[src/rtl/blackjack_dealer_ctrl_pkg.sv]
// Shared definitions for the blackjack dealer controller.
//   - state_t      : turn-sequencing states
//   - RES_*        : encodings of the round outcome reported on `result`
//   - BUST_LIMIT, FACE_VALUE, ACE_BONUS : game constants
//   - rank_valid() : a rank from draw_card is usable (1..13)
//   - rank_value() : rank to hand value (ace = 1, faces = 10)
package blackjack_pkg;

  typedef enum logic [3:0] {
    S_IDLE,
    S_DEAL_P1,
    S_DEAL_D1,
    S_DEAL_P2,
    S_DEAL_D2,
    S_PLAY_WAIT,
    S_PLAY_HIT,
    S_DEALER_TURN,
    S_RESOLVE,
    S_DONE
  } state_t;

  localparam logic [1:0] RES_NONE   = 2'b00;
  localparam logic [1:0] RES_PLAYER = 2'b01;
  localparam logic [1:0] RES_DEALER = 2'b10;
  localparam logic [1:0] RES_PUSH   = 2'b11;

  localparam logic [4:0] BUST_LIMIT = 5'd21;
  localparam logic [4:0] FACE_VALUE = 5'd10;
  localparam logic [4:0] ACE_BONUS  = 5'd10;

  function automatic logic rank_valid(input logic [3:0] rank);
    return (rank != 4'd0) && (rank <= 4'd13);
  endfunction

  // Ranks 10..13 are all worth ten; an invalid rank is never added, so its
  // value here does not matter.
  function automatic logic [4:0] rank_value(input logic [3:0] rank);
    if (rank >= 4'd10) return FACE_VALUE;
    return {1'b0, rank};
  endfunction

endpackage

[src/rtl/blackjack_dealer_ctrl_if.sv]
// Handshake/bus bundle between the dealer controller and its environment.
//   start/hit/stand : one-cycle request pulses from the player/UI
//   card_in         : rank returned by draw_card (1..13)
//   draw            : one-cycle pulse asking draw_card for a new sample
//   player_total, dealer_total : best hand totals
//   player_turn, busy, done, result : round status for display/score logic
// Modport master is the controller, slave is the surrounding system.
interface blackjack_dealer_ctrl_if;

  logic       start;
  logic       hit;
  logic       stand;
  logic [3:0] card_in;
  logic       draw;
  logic [4:0] player_total;
  logic [4:0] dealer_total;
  logic       player_turn;
  logic       busy;
  logic       done;
  logic [1:0] result;

  modport master (
    input  start, hit, stand, card_in,
    output draw, player_total, dealer_total, player_turn, busy, done, result
  );

  modport slave (
    output start, hit, stand, card_in,
    input  draw, player_total, dealer_total, player_turn, busy, done, result
  );

endinterface

[src/rtl/blackjack_dealer_ctrl_hand_accumulator.sv]
// hand_accumulator: running total for one blackjack hand.
//   clock, reset : system clock, synchronous active-high reset
//   clear        : empty the hand (start of a round)
//   add, value   : add one card of the given value (1..10)
//   best_total   : best total of the hand
// Macro BJ_SOFT_ACE_EN: when defined, one ace may count 11 (hard+10) as long
// as that does not exceed 21; when undefined the ace flag is not built and
// the best total is the hard total.
module hand_accumulator
  import blackjack_pkg::*;
(
  input  logic       clock,
  input  logic       reset,
  input  logic       clear,
  input  logic       add,
  input  logic [4:0] value,
  output logic [4:0] best_total
);

  logic [4:0] hard_q, hard_d;

  // Hard total never exceeds 31 (a 21 hand plus a ten), so no overflow guard.
  always_comb begin
    hard_d = hard_q;
    if (clear)    hard_d = '0;
    else if (add) hard_d = hard_q + value;
  end

  always_ff @(posedge clock) begin
    if (reset) hard_q <= '0;
    else       hard_q <= hard_d;
  end

`ifdef BJ_SOFT_ACE_EN
  logic has_ace_q, has_ace_d;

  always_comb begin
    has_ace_d = has_ace_q;
    if (clear)                      has_ace_d = 1'b0;
    else if (add && value == 5'd1)  has_ace_d = 1'b1;
  end

  always_ff @(posedge clock) begin
    if (reset) has_ace_q <= 1'b0;
    else       has_ace_q <= has_ace_d;
  end

  // Compare against 21-10 rather than forming hard+10, which could wrap.
  assign best_total = (has_ace_q && hard_q <= (BUST_LIMIT - ACE_BONUS))
                      ? hard_q + ACE_BONUS : hard_q;
`else
  assign best_total = hard_q;
`endif

endmodule

[src/rtl/blackjack_dealer_ctrl.sv]
// blackjack_dealer_ctrl: round sequencer for the blackjack game.
//   clock, reset : system clock, synchronous active-high reset
//   bus (master) : start/hit/stand requests, card_in from draw_card, draw
//                  pulse out, both best totals, player_turn/busy/done/result
// Parameters: DRAW_LAT (1..4) cycles from draw to a valid card_in;
//             DEALER_STAND total at which the dealer stops drawing.
// Macro BJ_SOFT_ACE_EN enables the soft-ace rule in both hands.
module blackjack_dealer_ctrl
  import blackjack_pkg::*;
#(
  parameter int DRAW_LAT     = 1,
  parameter int DEALER_STAND = 17
) (
  input logic                     clock,
  input logic                     reset,
  blackjack_dealer_ctrl_if.master bus
);

  localparam logic [2:0] LAT_CNT  = 3'(DRAW_LAT);
  localparam logic [4:0] STAND_AT = 5'(DEALER_STAND);

  state_t     state_q, state_d;
  logic       draw_q, draw_d;
  logic [2:0] cnt_q, cnt_d;      // fetch wait countdown, 1 = sample now
  logic       pend_q, pend_d;    // hit card added, re-evaluate next cycle
  logic [1:0] result_q, result_d;

  logic       p_clr, p_add, d_clr, d_add;
  logic [4:0] card_val, p_best, d_best;
  logic       sample, card_ok, fetching;

  function automatic state_t player_next(input logic [4:0] p);
    if (p > BUST_LIMIT)  return S_RESOLVE;
    if (p == BUST_LIMIT) return S_DEALER_TURN;
    return S_PLAY_WAIT;
  endfunction

  function automatic logic [1:0] resolve(input logic [4:0] p, input logic [4:0] d);
    if (p > BUST_LIMIT) return RES_DEALER;
    if (d > BUST_LIMIT) return RES_PLAYER;
    if (p > d)          return RES_PLAYER;
    if (p < d)          return RES_DEALER;
    return RES_PUSH;
  endfunction

  assign card_val = rank_value(bus.card_in);
  assign card_ok  = rank_valid(bus.card_in);
  assign sample   = (cnt_q == 3'd1);
  assign fetching = draw_q || (cnt_q != 3'd0);

  hand_accumulator u_player (
    .clock      (clock),
    .reset      (reset),
    .clear      (p_clr),
    .add        (p_add),
    .value      (card_val),
    .best_total (p_best)
  );

  hand_accumulator u_dealer (
    .clock      (clock),
    .reset      (reset),
    .clear      (d_clr),
    .add        (d_add),
    .value      (card_val),
    .best_total (d_best)
  );

  always_comb begin
    state_d  = state_q;
    draw_d   = 1'b0;
    cnt_d    = cnt_q;
    pend_d   = pend_q;
    result_d = result_q;
    p_clr    = 1'b0;
    p_add    = 1'b0;
    d_clr    = 1'b0;
    d_add    = 1'b0;

    // Every fetch: draw pulse, then DRAW_LAT wait cycles, card sampled in
    // the last one.
    if (draw_q)              cnt_d = LAT_CNT;
    else if (cnt_q != 3'd0)  cnt_d = cnt_q - 3'd1;

    case (state_q)
      S_IDLE, S_DONE: begin
        if (bus.start) begin
          p_clr    = 1'b1;
          d_clr    = 1'b1;
          result_d = RES_NONE;
          pend_d   = 1'b0;
          draw_d   = 1'b1;
          state_d  = S_DEAL_P1;
        end
      end
      // A bad rank re-pulses draw in place; a good one moves on and
      // immediately starts the next deal fetch.
      S_DEAL_P1, S_DEAL_P2: begin
        if (sample) begin
          draw_d = 1'b1;
          if (card_ok) begin
            p_add   = 1'b1;
            state_d = (state_q == S_DEAL_P1) ? S_DEAL_D1 : S_DEAL_D2;
          end
        end
      end
      S_DEAL_D1: begin
        if (sample) begin
          draw_d = 1'b1;
          if (card_ok) begin
            d_add   = 1'b1;
            state_d = S_DEAL_P2;
          end
        end
      end
      // Player hand is already complete here, so it can be judged directly.
      S_DEAL_D2: begin
        if (sample) begin
          if (card_ok) begin
            d_add   = 1'b1;
            state_d = player_next(p_best);
          end else begin
            draw_d = 1'b1;
          end
        end
      end
      S_PLAY_WAIT: begin
        if (bus.stand) begin
          state_d = S_DEALER_TURN;
        end else if (bus.hit) begin
          draw_d  = 1'b1;
          state_d = S_PLAY_HIT;
        end
      end
      // The new card shows in p_best one cycle after it is added.
      S_PLAY_HIT: begin
        if (pend_q) begin
          pend_d  = 1'b0;
          state_d = player_next(p_best);
        end else if (sample) begin
          if (card_ok) begin
            p_add  = 1'b1;
            pend_d = 1'b1;
          end else begin
            draw_d = 1'b1;
          end
        end
      end
      // Between fetches the dealer total is current; decide draw or stand.
      S_DEALER_TURN: begin
        if (!fetching) begin
          if (d_best < STAND_AT) draw_d  = 1'b1;
          else                   state_d = S_RESOLVE;
        end else if (sample) begin
          if (card_ok) d_add  = 1'b1;
          else         draw_d = 1'b1;
        end
      end
      S_RESOLVE: begin
        result_d = resolve(p_best, d_best);
        state_d  = S_DONE;
      end
      default: state_d = S_IDLE;
    endcase
  end

  always_ff @(posedge clock) begin
    if (reset) begin
      state_q  <= S_IDLE;
      draw_q   <= 1'b0;
      cnt_q    <= '0;
      pend_q   <= 1'b0;
      result_q <= RES_NONE;
    end else begin
      state_q  <= state_d;
      draw_q   <= draw_d;
      cnt_q    <= cnt_d;
      pend_q   <= pend_d;
      result_q <= result_d;
    end
  end

  assign bus.draw         = draw_q;
  assign bus.player_total = p_best;
  assign bus.dealer_total = d_best;
  assign bus.player_turn  = (state_q == S_PLAY_WAIT);
  assign bus.busy         = (state_q != S_IDLE) && (state_q != S_DONE);
  assign bus.done         = (state_q == S_DONE);
  assign bus.result       = result_q;

endmodule

[src/flat_wrapper.sv]
// flat-port wrapper written by rule: the top's interface ports become plain ports
module blackjack_dealer_ctrl_flat import blackjack_pkg::*;
#(
  parameter int DRAW_LAT     = 1,
  parameter int DEALER_STAND = 17
)
  (clock, reset, bus_start, bus_hit, bus_stand, bus_card_in, bus_draw, bus_player_total, bus_dealer_total, bus_player_turn, bus_busy, bus_done, bus_result);
  blackjack_dealer_ctrl_if bus_i ();
  input logic clock;
  input logic reset;
  input wire logic [$bits(bus_i.start)-1:0] bus_start;
  input wire logic [$bits(bus_i.hit)-1:0] bus_hit;
  input wire logic [$bits(bus_i.stand)-1:0] bus_stand;
  input wire logic [$bits(bus_i.card_in)-1:0] bus_card_in;
  output wire logic [$bits(bus_i.draw)-1:0] bus_draw;
  output wire logic [$bits(bus_i.player_total)-1:0] bus_player_total;
  output wire logic [$bits(bus_i.dealer_total)-1:0] bus_dealer_total;
  output wire logic [$bits(bus_i.player_turn)-1:0] bus_player_turn;
  output wire logic [$bits(bus_i.busy)-1:0] bus_busy;
  output wire logic [$bits(bus_i.done)-1:0] bus_done;
  output wire logic [$bits(bus_i.result)-1:0] bus_result;
  assign bus_i.start = bus_start;
  assign bus_i.hit = bus_hit;
  assign bus_i.stand = bus_stand;
  assign bus_i.card_in = bus_card_in;
  assign bus_draw = bus_i.draw;
  assign bus_player_total = bus_i.player_total;
  assign bus_dealer_total = bus_i.dealer_total;
  assign bus_player_turn = bus_i.player_turn;
  assign bus_busy = bus_i.busy;
  assign bus_done = bus_i.done;
  assign bus_result = bus_i.result;
  blackjack_dealer_ctrl #(.DRAW_LAT(DRAW_LAT), .DEALER_STAND(DEALER_STAND)) u_core (.clock(clock), .reset(reset), .bus(bus_i));
endmodule
[config.mk]
export PLATFORM = sky130hd
export DESIGN_NAME = blackjack_dealer_ctrl_flat
export DESIGN_NICKNAME = d
export VERILOG_FILES = /design/src/rtl/blackjack_dealer_ctrl_pkg.sv /design/src/rtl/blackjack_dealer_ctrl_if.sv /design/src/rtl/blackjack_dealer_ctrl_hand_accumulator.sv /design/src/rtl/blackjack_dealer_ctrl.sv /design/src/flat_wrapper.sv
export SDC_FILE = /design/constraint.sdc
export NUM_CORES = 1
export LEC_CHECK = 0
export ABC_CLOCK_PERIOD_IN_PS = 2500
export CORE_UTILIZATION = 55
export CTS_CLUSTER_DIAMETER = 120
export DETAILED_ROUTE_END_ITERATION = 12
export PLACE_DENSITY = 0.78
export SETUP_SLACK_MARGIN = 0.3
export SYNTH_ARGS = -nofsm -noshare
export SYNTH_HDL_FRONTEND = slang
export SYNTH_HIERARCHICAL = 1
export SYNTH_SLANG_ARGS = --single-unit
[constraint.sdc]
create_clock -name clock -period 2.5 [get_ports clock]
set_input_delay 0.375 -clock clock [delete_from_list [all_inputs] [get_ports clock]]
set_output_delay 0.375 -clock clock [all_outputs]
set_load 0.02 [all_outputs]
### After elaboration in Yosys (flattened, before gate mapping)

Index checks and enable logic that the tools add are counted.

* flip-flop bits (word level): 21
* bits of input ports: 9
* word-level logic and storage cells: 141

* add/sub/neg operators: 3
* $lt $le $gt $ge: 7
* equal/unequal tests: 23
* muxes and demuxes: 81
* reductions and logical operators: 19

Operators by type and width (count)
* 2-to-1 mux 4 bit: 18
* 2-to-1 mux 1 bit: 45
* one-hot mux 4 bit (8 select lines): 1
* 2-to-1 mux 2 bit: 9
* == test 4 x 3 -> 1 bit, second input constant: 4
* != test 2 x 1 -> 1 bit, second input constant: 7
* AND reduction 11 bit: 1
* adder 5 bit: 2
* > comparator 5 bit, second input constant: 2
* 2-to-1 mux 5 bit: 2
* OR reduction 2 bit: 5
* == test 4 x 2 -> 1 bit, second input constant: 2
* == test 4 bit, second input constant: 2
* nonzero test 4 bit: 2
* != test 2 bit, second input constant: 3
* one-hot mux 1 bit (2 select lines): 3
* one-hot mux 1 bit (6 select lines): 1
* nonzero test 2 bit: 3
* == test 5 bit, second input constant: 1
* > comparator 5 bit: 1
* < comparator 5 bit: 1
* < comparator 5 bit, second input constant: 1
* == test 4 x 1 -> 1 bit, second input constant: 1
* greater-or-equal comparator 4 bit, second input constant: 1
* other kinds (13): 15

### Depth between registers and ports, before layout

* depth in word-level cells: 17
* mapped depth: 12
* gate-level depth less buffers: 11

### Modules after synthesis

The synthesis kept the hierarchy.

Modules (own cells, without submodules)
* blackjack_dealer_ctrl: times used 1, cells an instance 152, area each 1124.8 µm², sequential area each 220.2 µm²
* hand_accumulator: times used 2, cells an instance 34, area each 330.3 µm², sequential area each 100.1 µm²

### Worst setup path before layout

Ideal clock, no wire load.

* kind: register -> register
* from: reg u_core.cnt_q[0]
* to: reg u_core.u_dealer.hard_q[4] (netlist: u_core/u_dealer/best_total[4])
* data arrival time: 2.004 ns
* data required time: 2.434 ns
* path slack: 0.430 ns
* cell stages (with the launch flop): 13
* buffers on the path: 1
* period minus slack after synthesis: 2.070 ns
* cells stage by stage: dfxtp_1 -> inv_1 -> ha_1 -> nor3b_1 -> or3_1 -> o21ai_0 -> a22oi_1 -> nor2_1 -> buf_4 -> inv_2 -> a211o_1 -> a21o_1 -> a21oi_2

* word-level cells in the longest chain between the ends: 4

RTL lines
* start: declaration: line blackjack_dealer_ctrl.sv:24 `logic [2:0] cnt_q, cnt_d;`
* start signal: assignment: line blackjack_dealer_ctrl.sv:177 `cnt_q <= cnt_d;`
* == test 3 x 1 -> 1 bit / nonzero test 3 bit (equally long branches): line blackjack_dealer_ctrl.sv:48, blackjack_dealer_ctrl.sv:49
* 2-to-1 mux 1 bit / logical OR 1 bit (equally long branches): line blackjack_dealer_ctrl.sv:108, blackjack_dealer_ctrl.sv:49
* 2-to-1 mux 1 bit: line blackjack_dealer_ctrl.sv:151 `if (!fetching) begin`
* one-hot mux 1 bit (2 select lines) *: line blackjack_dealer_ctrl.sv:85 `case (state_q)`
* named net u_core.d_add: line blackjack_dealer_ctrl.sv:28 `logic p_clr, p_add, d_clr, d_add;`
* end signal: assignment: line blackjack_dealer_ctrl_hand_accumulator.sv:31 `else hard_q <= hard_d;`
* end: declaration: line blackjack_dealer_ctrl_hand_accumulator.sv:20 `logic [4:0] hard_q, hard_d;`

The timed path passes the listed nets; every way through them passes the cells marked *.
A chain may end at the register's enable or synchronous reset.

### Worst setup path after layout

* from: reg u_core.state_q[2]
* to: out bus_busy

* word-level cells in the longest chain between the ends: 2

RTL lines
* start: declaration: line blackjack_dealer_ctrl.sv:22 `state_t state_q, state_d;`
* start signal: assignment: line blackjack_dealer_ctrl.sv:175 `state_q <= state_d;`
* != test 4 bit / nonzero test 4 bit (equally long branches): line blackjack_dealer_ctrl.sv:187 `assign bus.busy = (state_q != S_IDLE) && (state_q != S_DONE);`
* logical AND 1 bit *: line blackjack_dealer_ctrl.sv:187
* end: declaration: line flat_wrapper.sv:19 `output wire logic [$bits(bus_i.busy)-1:0] bus_busy;`

Every way passes the cells marked *; elsewhere a longest branch is shown, timed or not.

==> impl_metrics.ini <==
[clock_network]
h-tree-depth = 1
clock_latency_ns = 0.31
cts.path.max_buffers = 2
cts_hold_buf = 0
cts-buffers-inserted = 3
tritoncts = built
cts_root_buffer = clkbuf_4
cts_sinks = 21
clk_pin_slew_ns = 0.13

[cells_and_area]
syn2layout_area_growth_pct = 21.7
final_common_cell = clkdlybuf4s50_1
seq_area_sq_um = 427
nets = 282
final.fill_count = 271
multi_input_area_sq_mm = 0.00129
drive_above_1_share_pct = 16.1
final_cell_mix = 22 x clkdlybuf4s50_1, 20 x nor2_1, 16 x a21oi_1, 16 x dfxtp_1, 15 x ha_1
antenna_cells = 0

[timing]
max_slew.worst_pin.slew_ns = 0.613
period_needed_ns = 2.11
fmax_ghz = 0.474
post-route-period-util_pct = 84.4
setup_viol = 0
holdWs_ns = 0.483
relSlewSlack_pct = 58.9
final_hold_viol_count = 0
skew_ns = 0.00676
tns_ns = 0
drv_slew = 0
rsz0062_at_grt = no

[floorplan]
fp.coreArea_sq_mm = 0.00308
io_pins = 25
die-area_sq_mm = 0.00348
die_h_um = 59.0
die_w_um = 59.0
start_util_pct = 58.0
rows = 20

[grt]
grt_max_degree = 17
grt_use_total_pct = 26.7
grt_pass1_wl_um = 7070
antenna_found_initial = 0
grt_pass1_vias = 1609
overflow = 0

[setup_path]
critPathKind = reg -> out
critPathLaunchType = register
worst_ep_arrival_time_ns = 1.73
cp.required_ns = 2.12
cp-end-kind = output port
crit_path_max_fanout = 12
ff2ff_setup_slack_ns = 0.41

[min_path]
worstHoldPathType = reg -> reg

[logic_synthesis]
yosys.area_share.simple_pct = 24.2
synth.distinct_cells = 58
synth_seq_area_share_pct = 23.5
syn_avg_cell_area_sq_um = 8.12
synth-compound-area-share_pct = 26.1
synth_xor_area_share_pct = 2.45
synth_top_family_by_area = compound AO/OA/AOI/OAI gates
yosys.area_share.adder_pct = 14.0
netlist_instances = 220
ys.flop_type = dfxtp_1
ys_ff_latch = 21
synth.mux.area_fraction_pct = 3.64
synth_edf_count = 0
netlist_area_sq_mm = 0.00179
async_flop_share_pct = 0
yosys_warnings = 6

[drt]
wl_per_cell_um = 14.3
drc = 0
drt_pass1_iterations = 4
vias = 1746
first_iter_violations = 143
wirelength_um = 4260
drt.antenna.violating_nets = 0
via_per_inst = 5.86

[place]
hpwl_um = 3280
gp_congestion = 0.872
port_buffers = 24

[power_and_ir_drop]
ir_worst_vdd_mv = 0.379
powerDensity_mw_per_mm2 = 707
p_leak_nw = 0.837

[run_status]
status = completed

[flow_run]
maxCapViolCount = 0
==> path summary, 6_finish.rpt <==
kind,from,end,depth (start not counted)
worst max-delay path,u_core/state_q[2],bus_busy,4
worst max register to register,u_core/cnt_q[1],u_core/u_dealer/best_total[4],11
worst min register to register,u_core/bus.result[0],u_core/bus.result[0],1
worst min-delay path,u_core/bus.result[0],u_core/bus.result[0],1
==> synth_stat cells, types with 3 or more instances <==
cell type  number  area, sq um
a211oi_1        3         22.5
a21o_1          6         45.0
a21oi_1        16         80.1
a311oi_1        3         26.3
buf_4           3         22.5
clkbuf_1        3         11.3
dfxtp_1        21          420
ha_1           16          200
inv_1          10         37.5
inv_2           3         11.3
mux2i_1         5         50.1
nand2_1        13         48.8
nand2b_1        5         31.3
nand3_1        12         60.1
nand4_1         4         25.0
nor2_1         21         78.8
nor2b_1         4         25.0
nor3b_1         3         22.5
o21ai_0        11         55.1
or3_1           4         25.0
xnor2_1         5         43.8
==> final cells by class <==
cell class / count / share of cell area (%)
Timing Repair Buffer: 36 / 15.1
Tap cell: 44 / 2.53
Sequential cell: 21 / 19.6
Inverter: 13 / 2.25
Multi-Input combinational cell: 180 / 59.3
Clock buffer: 4 / 1.21
==> critical path, cell delays in order (launching register included) <==
cell and delay [ns]:
dfxtp_1 0.36, buf_4 0.18, nor2_1 0.25, nand2_1 0.08
clkdlybuf4s50_1 0.54
==> what timing repair did <==
action                                  4_1_cts  5_1_grt
endpoints found under the setup margin        4        5
buffers inserted                              0        2
gates resized for setup                       6        7
pin swaps                                     0        5
==> per-stage QoR <==
stage / cell area [sq um] / utilization (%) / total power [W] / setup WS, ns / cells
after floorplan: 1800 / - / 0.00109 / 0.430 / 223
final: 2170 / 70.6 / 0.00154 / 0.390 / 298
after global routing: 2170 / 70.6 / 0.00166 / 0.311 / 298
after CTS: 2140 / 69.6 / 0.00149 / 0.322 / 296
after global placement: 2110 / 68.6 / 0.00129 / 0.150 / 292
after detailed placement: 2110 / 68.6 / 0.00130 / 0.0710 / 292
==> state kept, by name (all words and copies together) (netlist names) <==
name,count
u_core/u_dealer/best_total,5
u_core/u_player/best_total,5
u_core/state_q,4
u_core/cnt_q,3
u_core/bus.result,2
u_core/bus.draw,1
u_core/pend_q,1
==> logic make-up (layout without fill, tap and decap cells) <==
group	count (synthesis)	after routing
buffers and inverters	22	53
muxes	6	6
DFF	21	21
adders and majority gates	19	19
other	1	4
AOI/OAI and AO/OA	64	64
xor gates and xnor gates	5	5
and+or+nand+nor	82	82
==> metal layers <==
metal	part of all wire [%]	global-route usage, %
met5	0	0
met4	1.9	10.5
met3	4.9	5.90
met2	48	46.4
met1	46	31.8
==> power by group <==
part           leakage [nW]  switching, W  internal, W
Clock                0.0150      0.000110    0.0000624
Combinational         0.650      0.000469     0.000405
Sequential            0.172     0.0000943     0.000395
Total                 0.837      0.000674     0.000863
No activity file was read; power rests on OpenSTA's default activity.
